**config.mk**
```make
export PLATFORM = sky130hd
export DESIGN_NAME = aes_stream_ctrl_flat
export DESIGN_NICKNAME = d
export VERILOG_FILES = /design/src/rtl/aes_stream_ctrl_if.sv /design/src/rtl/aes_stream_ctrl.sv /design/src/flat_wrapper.sv
export SDC_FILE = /design/constraint.sdc
export NUM_CORES = 1
export LEC_CHECK = 0
export ABC_AREA = 0
export BUFFER_PORTS_ARGS = -buffer_cell sky130_fd_sc_hd__buf_2
export CAP_MARGIN = 20
export CORE_UTILIZATION = 30
export CTS_CLUSTER_DIAMETER = 150
export CTS_CLUSTER_SIZE = 28
export DETAILED_ROUTE_END_ITERATION = 7
export PLACE_DENSITY = 0.58
export SLEW_MARGIN = 20
export SYNTH_ARGS = -nofsm -noshare
export SYNTH_HDL_FRONTEND = slang
export SYNTH_SLANG_ARGS = --single-unit
```
**constraint.sdc**
```tcl
create_clock -name clk -period 37 [get_ports clk]
set_input_delay 7.4 -clock clk [delete_from_list [all_inputs] [get_ports clk]]
set_output_delay 7.4 -clock clk [all_outputs]
set_load 0.01 [all_outputs]
```
**src/rtl/aes_stream_ctrl_if.sv**
```systemverilog
// Bundle of the configuration, plaintext/ciphertext streams and encrypt-core
// operand signals seen by aes_stream_ctrl.
interface aes_stream_ctrl_if;
  logic         cfg_we;
  logic [2:0]   cfg_addr;
  logic [31:0]  cfg_wdata;
  logic         in_valid;
  logic         in_ready;
  logic [31:0]  in_data;
  logic         out_valid;
  logic         out_ready;
  logic [31:0]  out_data;
  logic         busy;
  logic         core_start;
  logic [127:0] core_plain_text;
  logic [127:0] core_key;
  logic [127:0] core_cipher_text;
  logic         core_finish;
  logic         core_bus_free;

  modport master (
    input  cfg_we, cfg_addr, cfg_wdata,
    input  in_valid, in_data, out_ready,
    input  core_cipher_text, core_finish, core_bus_free,
    output in_ready, out_valid, out_data, busy,
    output core_start, core_plain_text, core_key
  );

  modport slave (
    output cfg_we, cfg_addr, cfg_wdata,
    output in_valid, in_data, out_ready,
    output core_cipher_text, core_finish, core_bus_free,
    input  in_ready, out_valid, out_data, busy,
    input  core_start, core_plain_text, core_key
  );
endinterface

```
**src/rtl/aes_stream_ctrl.sv**
```systemverilog
// Streams 32-bit plaintext words into 128-bit blocks for an AES encrypt core
// (ECB, or CBC when CBC_EN=1) and streams the ciphertext back out as words.
module aes_stream_ctrl #(
  parameter bit CBC_EN = 1'b0
) (
  input logic               clk,
  input logic               rst,
  aes_stream_ctrl_if.master bus
);

  typedef enum logic [1:0] {
    IDLE  = 2'd0,
    START = 2'd1,
    RUN   = 2'd2
  } state_e;

  state_e       state_q, state_d;
  logic [127:0] in_buf_q;
  logic [127:0] out_buf_q;
  logic [127:0] pt_q;
  logic [127:0] key_q;
  logic [127:0] iv_q;
  logic [127:0] chain_q;
  logic [2:0]   count_q;
  logic [2:0]   out_count_q;
  logic         busy;
  logic         in_fire;
  logic         out_fire;
  logic         out_drained;
  logic         enter_start;
  logic         capture;
  logic         cfg_ok;
  logic [127:0] iv_upd;
  logic         unused_bus_free;

  function automatic logic [127:0] put_word(input logic [127:0] v,
                                            input logic [1:0]   idx,
                                            input logic [31:0]  w);
    logic [127:0] r;
    r = v;
    case (idx)
      2'd0:    r[127:96] = w;
      2'd1:    r[95:64]  = w;
      2'd2:    r[63:32]  = w;
      default: r[31:0]   = w;
    endcase
    return r;
  endfunction

  assign bus.in_ready        = (count_q < 3'd4);
  assign bus.out_valid       = (out_count_q != 3'd0);
  assign bus.out_data        = out_buf_q[127:96];
  assign busy                = (state_q != IDLE) || (out_count_q != 3'd0);
  assign bus.busy            = busy;
  assign bus.core_start      = (state_q == START);
  assign bus.core_plain_text = pt_q;
  assign bus.core_key        = key_q;

  assign in_fire     = bus.in_valid && bus.in_ready;
  assign out_fire    = bus.out_valid && bus.out_ready;
  // Output buffer is empty now or becomes empty on this edge.
  assign out_drained = (out_count_q == 3'd0) || ((out_count_q == 3'd1) && bus.out_ready);
  assign enter_start = (state_q == IDLE) && (state_d == START);
  assign capture     = (state_q == RUN) && bus.core_finish;
  assign cfg_ok      = bus.cfg_we && !busy && (count_q == 3'd0);
  assign iv_upd      = put_word(iv_q, bus.cfg_addr[1:0], bus.cfg_wdata);
  assign unused_bus_free = bus.core_bus_free;

  // Block sequencing: launch when a full block waits and results have drained.
  always_comb begin
    state_d = state_q;
    case (state_q)
      IDLE: begin
        if ((count_q == 3'd4) && out_drained) state_d = START;
        else                                  state_d = IDLE;
      end
      START: state_d = RUN;
      RUN: begin
        if (bus.core_finish) state_d = IDLE;
        else                 state_d = RUN;
      end
      default: state_d = IDLE;
    endcase
  end

  // State register.
  always_ff @(posedge clk or posedge rst) begin
    if (rst) state_q <= IDLE;
    else     state_q <= state_d;
  end

  // Input assembly and core operand latch.
  always_ff @(posedge clk or posedge rst) begin
    if (rst) begin
      in_buf_q <= 128'd0;
      count_q  <= 3'd0;
      pt_q     <= 128'd0;
    end else if (enter_start) begin
      pt_q    <= CBC_EN ? (in_buf_q ^ chain_q) : in_buf_q;
      count_q <= 3'd0;
    end else if (in_fire) begin
      in_buf_q <= {in_buf_q[95:0], bus.in_data};
      count_q  <= count_q + 3'd1;
    end
  end

  // Result capture and word-wise drain.
  always_ff @(posedge clk or posedge rst) begin
    if (rst) begin
      out_buf_q   <= 128'd0;
      out_count_q <= 3'd0;
    end else if (capture) begin
      out_buf_q   <= bus.core_cipher_text;
      out_count_q <= 3'd4;
    end else if (out_fire) begin
      out_buf_q   <= {out_buf_q[95:0], 32'd0};
      out_count_q <= out_count_q - 3'd1;
    end
  end

  // Key, IV and CBC chaining value; config is locked out while a block is in flight.
  always_ff @(posedge clk or posedge rst) begin
    if (rst) begin
      key_q   <= 128'd0;
      iv_q    <= 128'd0;
      chain_q <= 128'd0;
    end else begin
      if (cfg_ok && !bus.cfg_addr[2]) begin
        key_q <= put_word(key_q, bus.cfg_addr[1:0], bus.cfg_wdata);
      end
      if (CBC_EN && capture) begin
        chain_q <= bus.core_cipher_text;
      end else if (CBC_EN && cfg_ok && bus.cfg_addr[2]) begin
        iv_q    <= iv_upd;
        chain_q <= iv_upd;
      end
    end
  end

endmodule

```
**src/flat_wrapper.sv**
```systemverilog
// flat-port wrapper written by rule: the top's interface ports become plain ports
module aes_stream_ctrl_flat 
#(
  parameter bit CBC_EN = 1'b0
)
  (clk, rst, bus_cfg_we, bus_cfg_addr, bus_cfg_wdata, bus_in_valid, bus_in_data, bus_out_ready, bus_core_cipher_text, bus_core_finish, bus_core_bus_free, bus_in_ready, bus_out_valid, bus_out_data, bus_busy, bus_core_start, bus_core_plain_text, bus_core_key);
  aes_stream_ctrl_if bus_i ();
  input logic clk;
  input logic rst;
  input wire logic [$bits(bus_i.cfg_we)-1:0] bus_cfg_we;
  input wire logic [$bits(bus_i.cfg_addr)-1:0] bus_cfg_addr;
  input wire logic [$bits(bus_i.cfg_wdata)-1:0] bus_cfg_wdata;
  input wire logic [$bits(bus_i.in_valid)-1:0] bus_in_valid;
  input wire logic [$bits(bus_i.in_data)-1:0] bus_in_data;
  input wire logic [$bits(bus_i.out_ready)-1:0] bus_out_ready;
  input wire logic [$bits(bus_i.core_cipher_text)-1:0] bus_core_cipher_text;
  input wire logic [$bits(bus_i.core_finish)-1:0] bus_core_finish;
  input wire logic [$bits(bus_i.core_bus_free)-1:0] bus_core_bus_free;
  output wire logic [$bits(bus_i.in_ready)-1:0] bus_in_ready;
  output wire logic [$bits(bus_i.out_valid)-1:0] bus_out_valid;
  output wire logic [$bits(bus_i.out_data)-1:0] bus_out_data;
  output wire logic [$bits(bus_i.busy)-1:0] bus_busy;
  output wire logic [$bits(bus_i.core_start)-1:0] bus_core_start;
  output wire logic [$bits(bus_i.core_plain_text)-1:0] bus_core_plain_text;
  output wire logic [$bits(bus_i.core_key)-1:0] bus_core_key;
  assign bus_i.cfg_we = bus_cfg_we;
  assign bus_i.cfg_addr = bus_cfg_addr;
  assign bus_i.cfg_wdata = bus_cfg_wdata;
  assign bus_i.in_valid = bus_in_valid;
  assign bus_i.in_data = bus_in_data;
  assign bus_i.out_ready = bus_out_ready;
  assign bus_i.core_cipher_text = bus_core_cipher_text;
  assign bus_i.core_finish = bus_core_finish;
  assign bus_i.core_bus_free = bus_core_bus_free;
  assign bus_in_ready = bus_i.in_ready;
  assign bus_out_valid = bus_i.out_valid;
  assign bus_out_data = bus_i.out_data;
  assign bus_busy = bus_i.busy;
  assign bus_core_start = bus_i.core_start;
  assign bus_core_plain_text = bus_i.core_plain_text;
  assign bus_core_key = bus_i.core_key;
  aes_stream_ctrl #(.CBC_EN(CBC_EN)) u_core (.clk(clk), .rst(rst), .bus(bus_i));
endmodule
```
==> impl_metrics.json, run 1 <==
{
  "viasPerCell": 4.83,
  "cts_sinks": 520,
  "synth_compound_area_share_pct": 6.91,
  "max_freq_ghz": 0.0952,
  "ys_types": 33,
  "synth_seq_cells": 520,
  "rows": 95,
  "via_count": 14700,
  "track_usage_pct": 16.0,
  "core-area_um2": 67600,
  "yosysWarnings": 0,
  "synthSimpleGateAreaFrac_pct": 11.8,
  "syn-num-nets": 1989,
  "pwr-share-clk_pct": 16.6,
  "p_switching_uw": 618,
  "syn_inst": 1782,
  "p_leak_nw": 12.9,
  "final_max_slew_viol_count": 0,
  "yosysSeqAreaShare_pct": 63.0,
  "fin_tns_setup_ns": 0,
  "postRouteAntennaNets": 0,
  "tightest_slew_ns": 0.986,
  "worstSkewPairLatency_ns": 0.58,
  "cp.required_ns": 29.60,
  "cts_buffers": 22,
  "dp_slack_ns": 25.98,
  "ir_worst_vdd_v": 0.0000419,
  "fp.dieW_um": 264,
  "initial_core_util_pct": 30.5,
  "htreeDepth": 1,
  "worstSetupStartpointType": "flip-flop",
  "pwr-share-seq_pct": 51.2,
  "synth_area_per_cell_um2": 11.6,
  "die-area_um2": 69900,
  "cts_root_buf": "clkbuf_16",
  "drive_above_1_share_pct": 37.0,
  "cts_resized": 0,
  "slew-limit-headroom_pct": 34.3,
  "worstReg2RegEnd": "u_core.bus.core_plain_text[73]$_DFFE_PP0P_",
  "synth.cell_area_um2": 20600,
  "clockBufferDepth": 3,
  "dr.first_iter.drc_count": 1337,
  "cp_max_fo": 98,
  "switching_share_pct": 35.2,
  "crit_path_end_kind": "primary output",
  "antenna_found_initial": 12,
  "intPower_mw": 1.14,
  "power.density_nw_per_um2": 72.1,
  "syn2layout_area_growth_pct": 17.8,
  "critPathKind": "flip-flop to primary output",
  "fill_cells": 6789,
  "num_io_pins": 494,
  "layout_common_cells": "520 x dfrtp_1, 491 x buf_2, 387 x nand2_1",
  "cts_tree": "built",
  "dp.final_hpwl_mm": 38.8,
  "grt_start_max_net_pins": 108,
  "final_hold_viol_count": 0,
  "multi_input_area_um2": 6870,
  "synth_top_family_by_area": "multiplexers",
  "post_cts_buffers": 0,
  "min_from": "u_core.in_buf_q[113]$_DFFE_PP0P_",
  "rrSetupSlack_ns": 33.44,
  "drt-total-wl_mm": 57.2,
  "nets": 2371,
  "reg2regPathDepth": 8,
  "cp_data_arrival_time_ns": 3.11,
  "final_common_cell": "dfrtp_1",
  "grt_pass1_wl_mm": 89.1,
  "status": "completed",
  "rsz0062_at_grt": "false",
  "avgRoutedWirePerCell_um": 18.8,
  "grt_pass1_vias": 14900,
  "grt-ovfl-total": 0,
  "synth_xor_area_share_pct": 0,
  "finalCriticalPeriod_ns": 10.51,
  "maxCapViolations": 0,
  "hold_end": "u_core.in_buf_q[113]$_DFFE_PP0P_",
  "drc": 0,
  "clk_pin_slew_ns": 0.12,
  "r2r-start": "u_core.count_q[0]$_DFFE_PP0P_",
  "setup_ws_ns": 26.49,
  "finalSetupViolations": 0,
  "place_congestion": 0.832,
  "synth_mux_area_share_pct": 14.0,
  "cts_hold_repair.buffers": 0,
  "yosys.area_share.adder_pct": 0.303,
  "hold_depth": 2,
  "regArea_um2": 13000,
  "finalCritPeriodShare_pct": 28.4,
  "p_comb_share_pct": 32.2,
  "first_pass_iters": 5,
  "hold_path_class": "flip-flop to flip-flop",
  "io_buffers": 492,
  "dieHeight_um": 264,
  "fin_worst_skew_ns": 0.0231
}
==> cell usage after synthesis <==
master,instances,area [um2]
inv_1,8,30.0
clkbuf_1,88,330
nand4_1,1,6.26
inv_2,1,3.75
mux2_1,9,101
ha_1,5,62.6
dfrtp_1,520,13000
nand2b_1,1,6.26
o31ai_1,1,7.51
nor4bb_1,1,10.0
and3_1,1,6.26
a311oi_1,1,8.76
buf_4,40,300
o21ai_0,99,495
nand3_1,98,490
nor2b_1,3,18.8
a31oi_1,97,607
and3b_1,1,8.76
a21o_1,1,7.51
a21oi_1,4,20.0
nand4b_1,2,17.5
or2_2,1,6.26
buf_2,26,130
buf_1,5,18.8
nand2_1,387,1450
nand3b_1,1,7.51
nor2_1,97,364
a22o_1,32,280
and4bb_1,1,12.5
nor4b_4,1,23.8
mux2_2,247,2780
nor3b_1,1,7.51
or3_1,1,6.26
==> per-stage QoR <==
step	hold slack, ns	power (mW)	instance area, um2	std cells	util (%)
floorplan	0.440	1.25	20600	1782	-
global placement	0.454	1.46	23700	3012	35.0
detailed placement	0.459	1.48	23700	3012	35.0
CTS	0.485	1.78	24300	3036	35.9
global route	0.513	1.88	24300	3046	35.9
finish	0.481	1.75	24300	3050	36.0
==> how the worst max path moves through the flow <==
| stage | startpoint | end | slack [ns] | depth (start not counted) |
|---|---|---|---|---|
| after global routing | u_core.out_count_q[0]$_DFFE_PP0P_ | bus_busy | 26.25 | 7 |
| after floorplan | rst | u_core.bus.core_key[0]$_DFFE_PP0P_ | 15.07 | 1 |
| after global placement | rst | u_core.bus.core_key[112]$_DFFE_PP0P_ | 26.13 | 5 |
| final | u_core.out_count_q[0]$_DFFE_PP0P_ | bus_busy | 26.49 | 7 |
| after detailed placement | rst | u_core.bus.core_key[16]$_DFFE_PP0P_ | 25.98 | 5 |
| after CTS | u_core.out_count_q[0]$_DFFE_PP0P_ | bus_busy | 26.41 | 7 |
==> cells by family (layout without fill, tap and decap cells) <==
logic type,count (synthesis),after routing
multiplexers,256,256
other,0,13
flip-flops,520,520
buffers and inverters,168,550
adder cells (fa/ha/maj),5,5
AO/OA/AOI/OAI,235,235
AND/OR/NAND/NOR,598,598
==> area by class of cell <==
class / instances / share of cell area, %
clock inverters: 1 / 0.0669
multi-input cells: 1094 / 28.3
repair buffers: 517 / 11.0
clock buffers: 23 / 2.37
flip-flops and latches: 520 / 53.5
well taps: 873 / 4.49
inverters: 9 / 0.175
diodes: 13 / 0.134
==> critical path: stages, from the launching register on <==
cell     delay (ns)
dfrtp_1        0.42
inv_1          0.11
ha_1           0.22
nor2b_4        0.15
buf_4          0.69
inv_2          0.36
or3_1          0.41
buf_2          0.17
==> state kept, by name, summed over array words and instances (netlist names) <==
signal and flops:
u_core.bus.core_key 128, u_core.out_count_q 3, u_core.count_q 3, u_core.state_q 2
u_core.bus.core_plain_text 128, u_core.out_buf_q 128, u_core.in_buf_q 128
==> power by group through the flow <==
stage	sequential [mW]	combinational, mW	clock, mW
after global routing	0.928	0.625	0.324
final	0.899	0.565	0.291
after floorplan	0.930	0.318	0
after CTS	0.899	0.575	0.305
after global placement	0.898	0.563	0
after detailed placement	0.909	0.573	0
==> per-layer routing <==
metal / track usage [%] / vias to the layer above / wire (um)
met2: 25.5 / 455 / 27000
met5: 0 / - / 34
li1: - / 6802 / -
met3: 4.36 / 74 / 4490
met1: 21.2 / 7384 / 24300
met4: 4.48 / 4 / 1350
Power figures use the tool's default switching activity.
==> run 2, diff against run 1 <==
clock period = 10.35 ns   (was 37 ns; I/O delays follow)
==> run 2 against run 1 <==
Sequential share of layout area is 0.080 points higher. Cell count decreased by 0.23%. Via count fell by 0.19%. Register-to-register slack worse by 27 ns. Clock power grew to 3.6 times the previous value. Total power increased to 3.6 times the previous value. Sequential power grew to 3.6 times the previous value. Clock skew is 0.0024 ns lower. Critical path depth decreased by 1. Non-clock buffer count is 4 lower. Core utilization is 0.054 points lower. First-iteration DRC count decreased by 23%. Critical path type unchanged. Largest cell class unchanged. Highest routed layer unchanged.
==> impl_metrics.json, run 2 (synthesized netlist as in run 1, its figures left out) <==
{
  "die-area_um2": 69900,
  "cts_buffers": 22,
  "initial_core_util_pct": 30.5,
  "critPathKind": "flip-flop to primary output",
  "clockBufferDepth": 3,
  "cts_sinks": 520,
  "layout_common_cells": "520 x dfrtp_1, 491 x buf_2, 387 x nand2_1",
  "viasPerCell": 4.83,
  "p_switching_mw": 2.21,
  "design_area_um2": 24300,
  "intPower_mw": 4.06,
  "cts_resized": 0,
  "power.density_nw_per_um2": 258,
  "via_count": 14700,
  "switching_share_pct": 35.3,
  "cp.required_ns": 8.28,
  "cp_max_fo": 58,
  "dieHeight_um": 264,
  "regArea_um2": 13000,
  "maxCapViolations": 0,
  "slowest_stage": "buf_4",
  "status": "completed",
  "fill_cells": 6844,
  "pwr-share-clk_pct": 16.7,
  "grt_pass1_vias": 15000,
  "worstSetupStartpointType": "flip-flop",
  "tightest_slew_ns": 1.16,
  "fp.dieW_um": 264,
  "finalCriticalPeriod_ns": 5.05,
  "first_pass_iters": 5,
  "cts_root_buf": "clkbuf_16",
  "antenna_found_initial": 13,
  "slew-limit-headroom_pct": 22.5,
  "drt-total-wl_mm": 56.8,
  "cts_tree": "built",
  "pwr-share-seq_pct": 51.4,
  "htreeDepth": 1,
  "dp.final_hpwl_mm": 38.3,
  "dp_cells": 3009,
  "grt_pass1_wl_mm": 88.3,
  "final_hold_viol_count": 0,
  "drive_above_1_share_pct": 36.9,
  "finalCritPeriodShare_pct": 48.8,
  "fin_cells": 3043,
  "drc": 0,
  "crit_path_max_incr_delay_ns": 0.66,
  "post_cts_buffers": 0,
  "grt_start_max_net_pins": 174,
  "rows": 95,
  "rsz0062_at_grt": "false",
  "fin_worst_skew_ns": 0.0206,
  "p_leak_nw": 12.9,
  "dr.first_iter.drc_count": 1032,
  "ir_worst_vdd_v": 0.000151,
  "fin_tns_setup_ns": 0,
  "multi_input_area_um2": 6870,
  "hold_path_class": "flip-flop to flip-flop",
  "io_buffers": 492,
  "postPlaceCellArea_um2": 23700,
  "crit_path_cell_trace": "inv_1, ha_1, nor2b_4, inv_2, buf_4, buf_2",
  "grt-ovfl-total": 0,
  "num_io_pins": 494,
  "whs_ns": 0.478,
  "postRouteAntennaNets": 0,
  "syn2layout_area_growth_pct": 17.6,
  "track_usage_pct": 15.8,
  "cts_hold_repair.buffers": 0,
  "worstSkewPairLatency_ns": 0.58,
  "core-area_um2": 67600,
  "max_freq_ghz": 0.198,
  "p_comb_share_pct": 32.0,
  "avgRoutedWirePerCell_um": 18.7,
  "crit_path_end_kind": "primary output",
  "finalSetupViolations": 0,
  "nets": 2367,
  "final_max_slew_viol_count": 0,
  "place_congestion": 0.844,
  "clk_pin_slew_ns": 0.11,
  "cp_data_arrival_time_ns": 2.98,
  "fin_util_pct": 35.9,
  "final_common_cell": "dfrtp_1"
}
==> run 2: cell count changes in the layout (fill, tap and decap cells not counted), sizes merged <==
cell and change:
buf -4, clkinvlp +1, diode -3, inv -1
==> run 2: power groups by stage <==
stage	Sequential [mW]	Combinational, mW	Clock (mW)
2_1_floorplan	3.33	1.14	0
6_report	3.22	2.00	1.05
3_3_place_gp	3.22	1.99	0
3_5_place_dp	3.26	2.03	0
5_1_grt	3.32	2.21	1.16
4_1_cts	3.22	2.04	1.10
==> run 2: path summary, 6_finish.rpt <==
kind                                                   start                                         end  slack, ns  depth (start not counted)
max                        u_core.out_count_q[0]$_DFFE_PP0P_                               bus_out_valid       5.30                          6
min                         u_core.in_buf_q[108]$_DFFE_PP0P_            u_core.in_buf_q[108]$_DFFE_PP0P_       0.48                          2
max reg2reg                    u_core.count_q[0]$_DFFE_PP0P_  u_core.bus.core_plain_text[73]$_DFFE_PP0P_       6.91                          8
min reg2reg                 u_core.in_buf_q[108]$_DFFE_PP0P_            u_core.in_buf_q[108]$_DFFE_PP0P_       0.48                          2
max in group asynchronous                                rst           u_core.out_buf_q[100]$_DFFE_PP0P_       6.49                          4
min in group asynchronous                                rst  u_core.bus.core_plain_text[28]$_DFFE_PP0P_       1.53                          2
==> run 2: final cells by class <==
type,count,area share [%]
Tap cell,873,4.50
Inverter,9,0.160
Clock inverter,1,0.0670
Clock buffer,23,2.37
Timing Repair Buffer,513,10.9
Antenna cell,10,0.103
Sequential cell,520,53.6
Multi-Input combinational cell,1094,28.3
==> run 2: critical path: cells and delay by family, from the launching register on <==
kind	cells	cell delay (ns)
adder cells (fa/ha/maj)	1	0.25
buffers and inverters	4	1.60
flip-flops	1	0.38
AND/OR/NAND/NOR	1	0.14
==> run 2: layer usage <==
layer,global-route usage [%],wire [um],vias to the layer above
li1,-,-,6764
met1,20.7,24400,7394
met2,25.4,26900,462
met3,4.31,4330,65
met4,4.62,1060,6
met5,0,49,-
==> run 2: through the flow <==
step / total power, mW / setup WS, ns
3_3_place_gp: 5.21 / 5.17
5_1_grt: 6.69 / 5.16
6_report: 6.27 / 5.30
2_1_floorplan: 4.46 / 1.22
3_5_place_dp: 5.29 / 5.12
4_1_cts: 6.36 / 5.26
